`config.mk`:
```
export PLATFORM = sky130hd
export DESIGN_NAME = pipeline_scoreboard_flat
export DESIGN_NICKNAME = d
export VERILOG_FILES = /design/src/rtl/pipeline_scoreboard_pkg.sv /design/src/rtl/pipeline_scoreboard_if.sv /design/src/rtl/pipeline_scoreboard_sb_src_lookup.sv /design/src/rtl/pipeline_scoreboard.sv /design/src/flat_wrapper.sv
export SDC_FILE = /design/constraint.sdc
export NUM_CORES = 1
export LEC_CHECK = 0
export ABC_CLOCK_PERIOD_IN_PS = 7300
export BUFFER_PORTS_ARGS = -buffer_cell sky130_fd_sc_hd__buf_2
export CORE_ASPECT_RATIO = 1.4
export CORE_MARGIN = 3
export CORE_UTILIZATION = 43
export CTS_BUF_LIST = sky130_fd_sc_hd__clkbuf_16
export CTS_CLUSTER_DIAMETER = 50
export CTS_CLUSTER_SIZE = 8
export DETAILED_ROUTE_END_ITERATION = 12
export MAX_ROUTING_LAYER = met4
export SLEW_MARGIN = 20
export SYNTH_ARGS = -nofsm -noshare
export SYNTH_HDL_FRONTEND = slang
export SYNTH_SLANG_ARGS = --single-unit
```
`constraint.sdc`:
```
create_clock -name clk -period 7.3 [get_ports clk]
set_clock_uncertainty 0.2 [all_clocks]
set_input_delay 1.46 -clock clk [delete_from_list [all_inputs] [get_ports clk]]
set_output_delay 1.46 -clock clk [all_outputs]
set_load 0.01 [all_outputs]
```
`src/rtl/pipeline_scoreboard_pkg.sv`:
```
// Shared RV32I pipeline types: scoreboard entry layout, forwarding and latency constants.
package rv32i_types;

   localparam int unsigned RV_REG_AW = 5;
   localparam int unsigned SB_LAT_W  = 2;

   // Entry layout for the default four-stage scoreboard configuration.
   typedef struct packed {
      logic                 valid;
      logic                 wen;
      logic [RV_REG_AW-1:0] rd;
      logic [SB_LAT_W-1:0]  lat;
   } sb_entry_t;

   localparam int unsigned FWD_REGFILE = 0;
   localparam int unsigned LAT_ALU     = 0;
   localparam int unsigned LAT_LOAD    = 1;

   // A writer's result can be forwarded once it has reached its latency stage.
   function automatic logic sb_ready(input int unsigned stage, input int unsigned lat);
      return stage >= lat;
   endfunction

endpackage

```
`src/rtl/pipeline_scoreboard_if.sv`:
```
// Issue-side bundle between the ID stage and the scoreboard.
interface pipeline_scoreboard_if #(
   parameter int unsigned NUM_STAGES = 4,
   parameter int unsigned NUM_SRC    = 2,
   parameter int unsigned REG_AW     = 5
);
   localparam int unsigned LAT_W = $clog2(NUM_STAGES);
   localparam int unsigned SEL_W = $clog2(NUM_STAGES + 1);

   logic                              advance;
   logic                              issue_valid;
   logic                              issue_wen;
   logic [REG_AW-1:0]                 issue_rd;
   logic [LAT_W-1:0]                  issue_lat;
   logic [NUM_SRC-1:0][REG_AW-1:0]    src_addr;
   logic [NUM_STAGES:0]               flush_mask;
   logic [NUM_SRC-1:0][SEL_W-1:0]     fwd_sel;
   logic                              stall;
   logic [31:0]                       stall_count;

   modport master (
      output advance, issue_valid, issue_wen, issue_rd, issue_lat, src_addr, flush_mask,
      input  fwd_sel, stall, stall_count
   );

   modport slave (
      input  advance, issue_valid, issue_wen, issue_rd, issue_lat, src_addr, flush_mask,
      output fwd_sel, stall, stall_count
   );

endinterface

```
`src/rtl/pipeline_scoreboard_sb_src_lookup.sv`:
```
// Per-source lookup: youngest matching writer decides between forward and block.
module sb_src_lookup
   import rv32i_types::*;
#(
   parameter int unsigned NUM_STAGES = 4,
   parameter int unsigned REG_AW     = 5,
   parameter int unsigned LAT_W      = $clog2(NUM_STAGES),
   parameter int unsigned SEL_W      = $clog2(NUM_STAGES + 1)
) (
   input  logic [NUM_STAGES-1:0]             ent_valid,
   input  logic [NUM_STAGES-1:0]             ent_wen,
   input  logic [NUM_STAGES-1:0][REG_AW-1:0] ent_rd,
   input  logic [NUM_STAGES-1:0][LAT_W-1:0]  ent_lat,
   input  logic [REG_AW-1:0]                 src_addr,
   output logic [SEL_W-1:0]                  fwd_sel,
   output logic                              blocked
);

   logic hit;

   always_comb begin
      fwd_sel = SEL_W'(FWD_REGFILE);
      blocked = 1'b0;
      hit     = 1'b0;
      // Ascending scan with a hit latch: the first match is the youngest writer,
      // and an unready youngest writer must block rather than expose an older value.
      for (int unsigned k = 0; k < NUM_STAGES; k++) begin
         if (!hit && ent_valid[k] && ent_wen[k] &&
             (ent_rd[k] == src_addr) && (src_addr != '0)) begin
            hit = 1'b1;
            if (sb_ready(k, 32'(ent_lat[k])))
               fwd_sel = SEL_W'(k + 1);
            else
               blocked = 1'b1;
         end
      end
   end

endmodule

```
`src/rtl/pipeline_scoreboard.sv`:
```
// Hazard scoreboard: tracks in-flight writers per stage, drives forwarding selects and issue stall.
module pipeline_scoreboard
   import rv32i_types::*;
#(
   parameter int unsigned NUM_STAGES = 4,
   parameter int unsigned NUM_SRC    = 2,
   parameter int unsigned REG_AW     = 5,
   parameter int unsigned LAT_W      = $clog2(NUM_STAGES),
   parameter int unsigned SEL_W      = $clog2(NUM_STAGES + 1)
) (
   input logic                clk,
   input logic                rst,
   pipeline_scoreboard_if.slave sb
);

   logic [NUM_STAGES-1:0]             ent_valid;
   logic [NUM_STAGES-1:0]             ent_wen;
   logic [NUM_STAGES-1:0][REG_AW-1:0] ent_rd;
   logic [NUM_STAGES-1:0][LAT_W-1:0]  ent_lat;

   logic [NUM_SRC-1:0][SEL_W-1:0]     fwd_sel;
   logic [NUM_SRC-1:0]                blocked;
   logic                              stall;
   logic                              issue_take;
   logic [31:0]                       stall_cnt_q;

   for (genvar gi = 0; gi < NUM_SRC; gi++) begin : g_lookup
      sb_src_lookup #(
         .NUM_STAGES (NUM_STAGES),
         .REG_AW     (REG_AW),
         .LAT_W      (LAT_W),
         .SEL_W      (SEL_W)
      ) u_lookup (
         .ent_valid (ent_valid),
         .ent_wen   (ent_wen),
         .ent_rd    (ent_rd),
         .ent_lat   (ent_lat),
         .src_addr  (sb.src_addr[gi]),
         .fwd_sel   (fwd_sel[gi]),
         .blocked   (blocked[gi])
      );
   end

   always_comb begin
      stall      = sb.issue_valid && !sb.flush_mask[0] && (|blocked);
      issue_take = sb.issue_valid && !stall && !sb.flush_mask[0];
   end

   // Flush of stage k is folded into the shift into stage k+1, so a flushed
   // entry simply never lands downstream; the retiring stage needs no flush term.
   always_ff @(posedge clk) begin
      if (rst) begin
         ent_valid   <= '0;
         stall_cnt_q <= '0;
      end else if (sb.advance) begin
         for (int unsigned k = 1; k < NUM_STAGES; k++) begin
            ent_valid[k] <= ent_valid[k-1] && !sb.flush_mask[k];
            ent_wen[k]   <= ent_wen[k-1];
            ent_rd[k]    <= ent_rd[k-1];
            ent_lat[k]   <= ent_lat[k-1];
         end
         ent_valid[0] <= issue_take;
         ent_wen[0]   <= sb.issue_wen && (sb.issue_rd != '0);
         ent_rd[0]    <= sb.issue_rd;
         ent_lat[0]   <= sb.issue_lat;
         if (stall && (stall_cnt_q != '1))
            stall_cnt_q <= stall_cnt_q + 32'd1;
      end
   end

   assign sb.fwd_sel     = fwd_sel;
   assign sb.stall       = stall;
   assign sb.stall_count = stall_cnt_q;

endmodule

```
`src/flat_wrapper.sv`:
```
// flat-port wrapper written by rule: the top's interface ports become plain ports
module pipeline_scoreboard_flat import rv32i_types::*;
#(
   parameter int unsigned NUM_STAGES = 4,
   parameter int unsigned NUM_SRC    = 2,
   parameter int unsigned REG_AW     = 5,
   parameter int unsigned LAT_W      = $clog2(NUM_STAGES),
   parameter int unsigned SEL_W      = $clog2(NUM_STAGES + 1)
)
  (clk, rst, sb_advance, sb_issue_valid, sb_issue_wen, sb_issue_rd, sb_issue_lat, sb_src_addr, sb_flush_mask, sb_fwd_sel, sb_stall, sb_stall_count);
  pipeline_scoreboard_if #(.NUM_STAGES(NUM_STAGES), .NUM_SRC(NUM_SRC), .REG_AW(REG_AW)) sb_i ();
  input logic clk;
  input logic rst;
  input wire logic [$bits(sb_i.advance)-1:0] sb_advance;
  input wire logic [$bits(sb_i.issue_valid)-1:0] sb_issue_valid;
  input wire logic [$bits(sb_i.issue_wen)-1:0] sb_issue_wen;
  input wire logic [$bits(sb_i.issue_rd)-1:0] sb_issue_rd;
  input wire logic [$bits(sb_i.issue_lat)-1:0] sb_issue_lat;
  input wire logic [$bits(sb_i.src_addr)-1:0] sb_src_addr;
  input wire logic [$bits(sb_i.flush_mask)-1:0] sb_flush_mask;
  output wire logic [$bits(sb_i.fwd_sel)-1:0] sb_fwd_sel;
  output wire logic [$bits(sb_i.stall)-1:0] sb_stall;
  output wire logic [$bits(sb_i.stall_count)-1:0] sb_stall_count;
  assign sb_i.advance = sb_advance;
  assign sb_i.issue_valid = sb_issue_valid;
  assign sb_i.issue_wen = sb_issue_wen;
  assign sb_i.issue_rd = sb_issue_rd;
  assign sb_i.issue_lat = sb_issue_lat;
  assign sb_i.src_addr = sb_src_addr;
  assign sb_i.flush_mask = sb_flush_mask;
  assign sb_fwd_sel = sb_i.fwd_sel;
  assign sb_stall = sb_i.stall;
  assign sb_stall_count = sb_i.stall_count;
  pipeline_scoreboard #(.NUM_STAGES(NUM_STAGES), .NUM_SRC(NUM_SRC), .REG_AW(REG_AW), .LAT_W(LAT_W), .SEL_W(SEL_W)) u_core (.clk(clk), .rst(rst), .sb(sb_i));
endmodule
```
==> flow_metrics.tcl <==
set metrics [dict create \
    drv_slew 0 \
    critPathCaptureType "output pin" \
    placed_cells 472 \
    layout.nets 414 \
    synth_ff_type "dfxtp_1" \
    clock-sinks 66 \
    holdCritStartpoint "u_core.ent_lat[2]" \
    max_cap_viol_count 0 \
    drive_above_1_share 0.256 \
    min_path_type "reg2reg" \
    place_area_sq_um 3740 \
    synthDistinctLibCells 45 \
    rsz0062_at_grt "false" \
    via_count 2564 \
    fin_crit_ns 5.37 \
    cts_setup_buffers 0 \
    start_kind "primary input" \
    clockBufferDepth 2 \
    r2r_start "u_core.ent_rd[3]" \
    routabilityCongestion 0.791 \
    h-tree-depth 3 \
    grt_pass1_wl_um 12100 \
    worst_pin_slew_ns 0.753 \
    slew-limit-headroom 0.498 \
    drc_errors 0 \
    first_iter_violations 114 \
    crit_path_max_incr_delay_ns 0.49 \
    routedWlPerCell_um 15.2 \
    arrival_ns 3.71 \
    fillCellCount 713 \
    grt.total_usage 0.179 \
    synth-seq-cells 66 \
    cp_max_fo 33 \
    grt_pass1_vias 2549 \
    holdPathEnd "u_core.ent_lat[4]" \
    worstReg2RegEnd "u_core.sb.stall_count[28]" \
    synth_fp_nets 360 \
    avgSynthCellArea_sq_um 10.2 \
    outcome "completed" \
    crit_family "buffers and inverters" \
    drt-pass1-iter-count 4 \
    synth_edf_count 30 \
    cts_hold_buffers 0 \
    cts_tree "yes" \
    cts_resized 0 \
    diodes 0 \
    p_per_area_nw_per_um2 229 \
    fp.coreArea_sq_um 7500 \
    overflow 0 \
    critPathRequiredTime_ns 5.64 \
    grt_max_degree 41 \
    fin_cells 488 \
    synthArstFlopShare 0 \
    power_leakage_uw 0.00149 \
    finalSetupViolations 0 \
    max-vdd-ir-drop_mv 0.137 \
    viasPerCell 5.25 \
    row_count 37 \
    syn_area_sq_um 3390 \
    place_hpwl_um 5310 \
    reg2regPathDepth 9 \
    clock-root-buffer "clkbuf_16" \
    clkTransAtPathRegs_ns 0.05 \
    worst-path-stages 9 \
    area_growth_pct 20.4 \
    holdPathStages 0 \
    die_area_sq_um 9000 \
    hold_viol_final 0 \
    cts_buffers 9 \
    clock.fmax_mhz 186 \
    ant_nets 0 \
    yosysSeqAreaShare 0.478 \
    postSynthCellCount 332 \
    ios 66 \
    fin_area_sq_um 4080 \
    start_util 0.452 \
    die_w_um 81.1 \
    rrSetupSlack_ns 4.08 \
    fp.dieH_um 111 \
    setup_tns_ns 0 \
    path_buf_inv 3 \
    clock_latency_ns 0.33 \
    crit_path_start "sb_src_addr[6]" \
    cp_common_cell "buf_2" \
    worst_path_max_delay_cell "nor4_2" \
    yosys_warnings 0 \
    antenna_found_initial 0 \
    fin_crit_sh 0.735 \
    finish.utilization 0.545 \
    crit_chain "buf_2 > xnor2_1 > nand4_1 > nor4_2 > o22ai_1 > a2111oi_4 > buf_4 > nor2_1 > buf_2" \
    finalPower_uw 934 \
    crit_type "in2out" \
    totalWireLength_um 7390 \
    io_buffers 64 \
]
## cells in the final DEF, fill, tap and decap left out, types with 2 or more instances in the layout
cell and n:
buf_2 64, bufinv_16 3, a21oi_1 8, nor3_1 5, nor2_1 44, xnor2_1 52, nor4_1 15, nor3b_1 6
nor4_2 2, clkinv_2 2, nand2_1 17, nor4b_2 5, clkbuf_16 9, buf_4 2, nand3b_1 3, o21ai_0 3
or3_1 3, nand4_1 12, clkinv_4 2, dfxtp_1 36, edfxtp_1 30, nor2b_1 2, nand2b_1 6, nand3_1 10
or4_4 2, and3_1 7, or2_2 2, xor2_1 14, and2_1 2, mux2_2 2, and4_1 4
## worst max-delay path by stage
stage                to  slack, ns
5_1_grt        sb_stall       1.73
4_1_cts        sb_stall       1.88
3_5_place_dp   sb_stall       1.88
3_3_place_gp   sb_stall       1.91
6_report       sb_stall       1.93
2_1_floorplan  sb_stall       2.36
## power by group
group          internal (uW)  switching, uW
combinational           18.9           25.1
clock                    333            156
sequential               395           5.95
## cells in the mapped netlist (2+ instances only)
library cell	instances	area share
a21oi_1	8	0.012
and2_1	2	0.0037
and3_1	7	0.013
and4_1	4	0.010
buf_2	12	0.018
clkbuf_1	9	0.010
dfxtp_1	36	0.21
edfxtp_1	30	0.27
mux2_2	2	0.0066
nand2_1	17	0.019
nand2b_1	6	0.011
nand3_1	10	0.015
nand3b_1	3	0.0066
nand4_1	12	0.022
nor2_1	44	0.049
nor2b_1	3	0.0055
nor3_1	5	0.0074
nor3b_1	6	0.013
nor4_1	15	0.028
nor4_2	2	0.0074
nor4b_2	5	0.022
o21ai_0	3	0.0044
or2_2	2	0.0037
or3_1	3	0.0055
or4_4	2	0.0066
xnor2_1	52	0.13
xor2_1	14	0.036
## layer usage
| layer | up-vias | GRT usage | wire, um |
|---|---|---|---|
| met5 | - | - | 0 |
| li1 | 1284 | - | - |
| met4 | 0 | 0.0575 | 93 |
| met1 | 1206 | 0.196 | 3090 |
| met3 | 9 | 0.0472 | 356 |
| met2 | 65 | 0.310 | 3860 |
## per-stage QoR
| step | setup WS (ns) | hold WS, ns |
|---|---|---|
| 2_1_floorplan | 2.36 | 0.200 |
| 5_1_grt | 1.73 | 0.239 |
| 3_5_place_dp | 1.88 | 0.220 |
| 4_1_cts | 1.88 | 0.233 |
| 3_3_place_gp | 1.91 | 0.204 |
| 6_report | 1.93 | 0.228 |
## cell families (layout without fill, tap and decap cells)
| kind of cell | count (synthesis) | in the layout | synth area share |
|---|---|---|---|
| DFF | 66 | 66 | 0.478 |
| and+or+nand+nor | 153 | 153 | 0.263 |
| adders and majority gates | 1 | 1 | 0.00369 |
| xor gates and xnor gates | 66 | 66 | 0.170 |
| muxes | 3 | 3 | 0.00996 |
| buffers and inverters | 24 | 83 | 0.0332 |
| AOI/OAI and AO/OA | 19 | 19 | 0.0413 |
## area by class of cell
| type | instances | area, sq um | area share |
|---|---|---|---|
| clock buffers | 9 | 225 | 0.0551 |
| multi-input cells | 242 | 1660 | 0.406 |
| inverters | 1 | 3.75 | 0.000919 |
| flip-flops and latches | 66 | 1620 | 0.397 |
| clock inverters | 7 | 118 | 0.0288 |
| well taps | 97 | 121 | 0.0297 |
| repair buffers | 66 | 335 | 0.0821 |
## sequential cells by signal, summed over array words and instances, names as in the netlist
name,count
u_core.sb.stall_count,32
u_core.ent_valid,4
u_core.ent_rd,20
u_core.ent_wen,4
u_core.ent_lat,6
(Power assumes the default switching activity.)
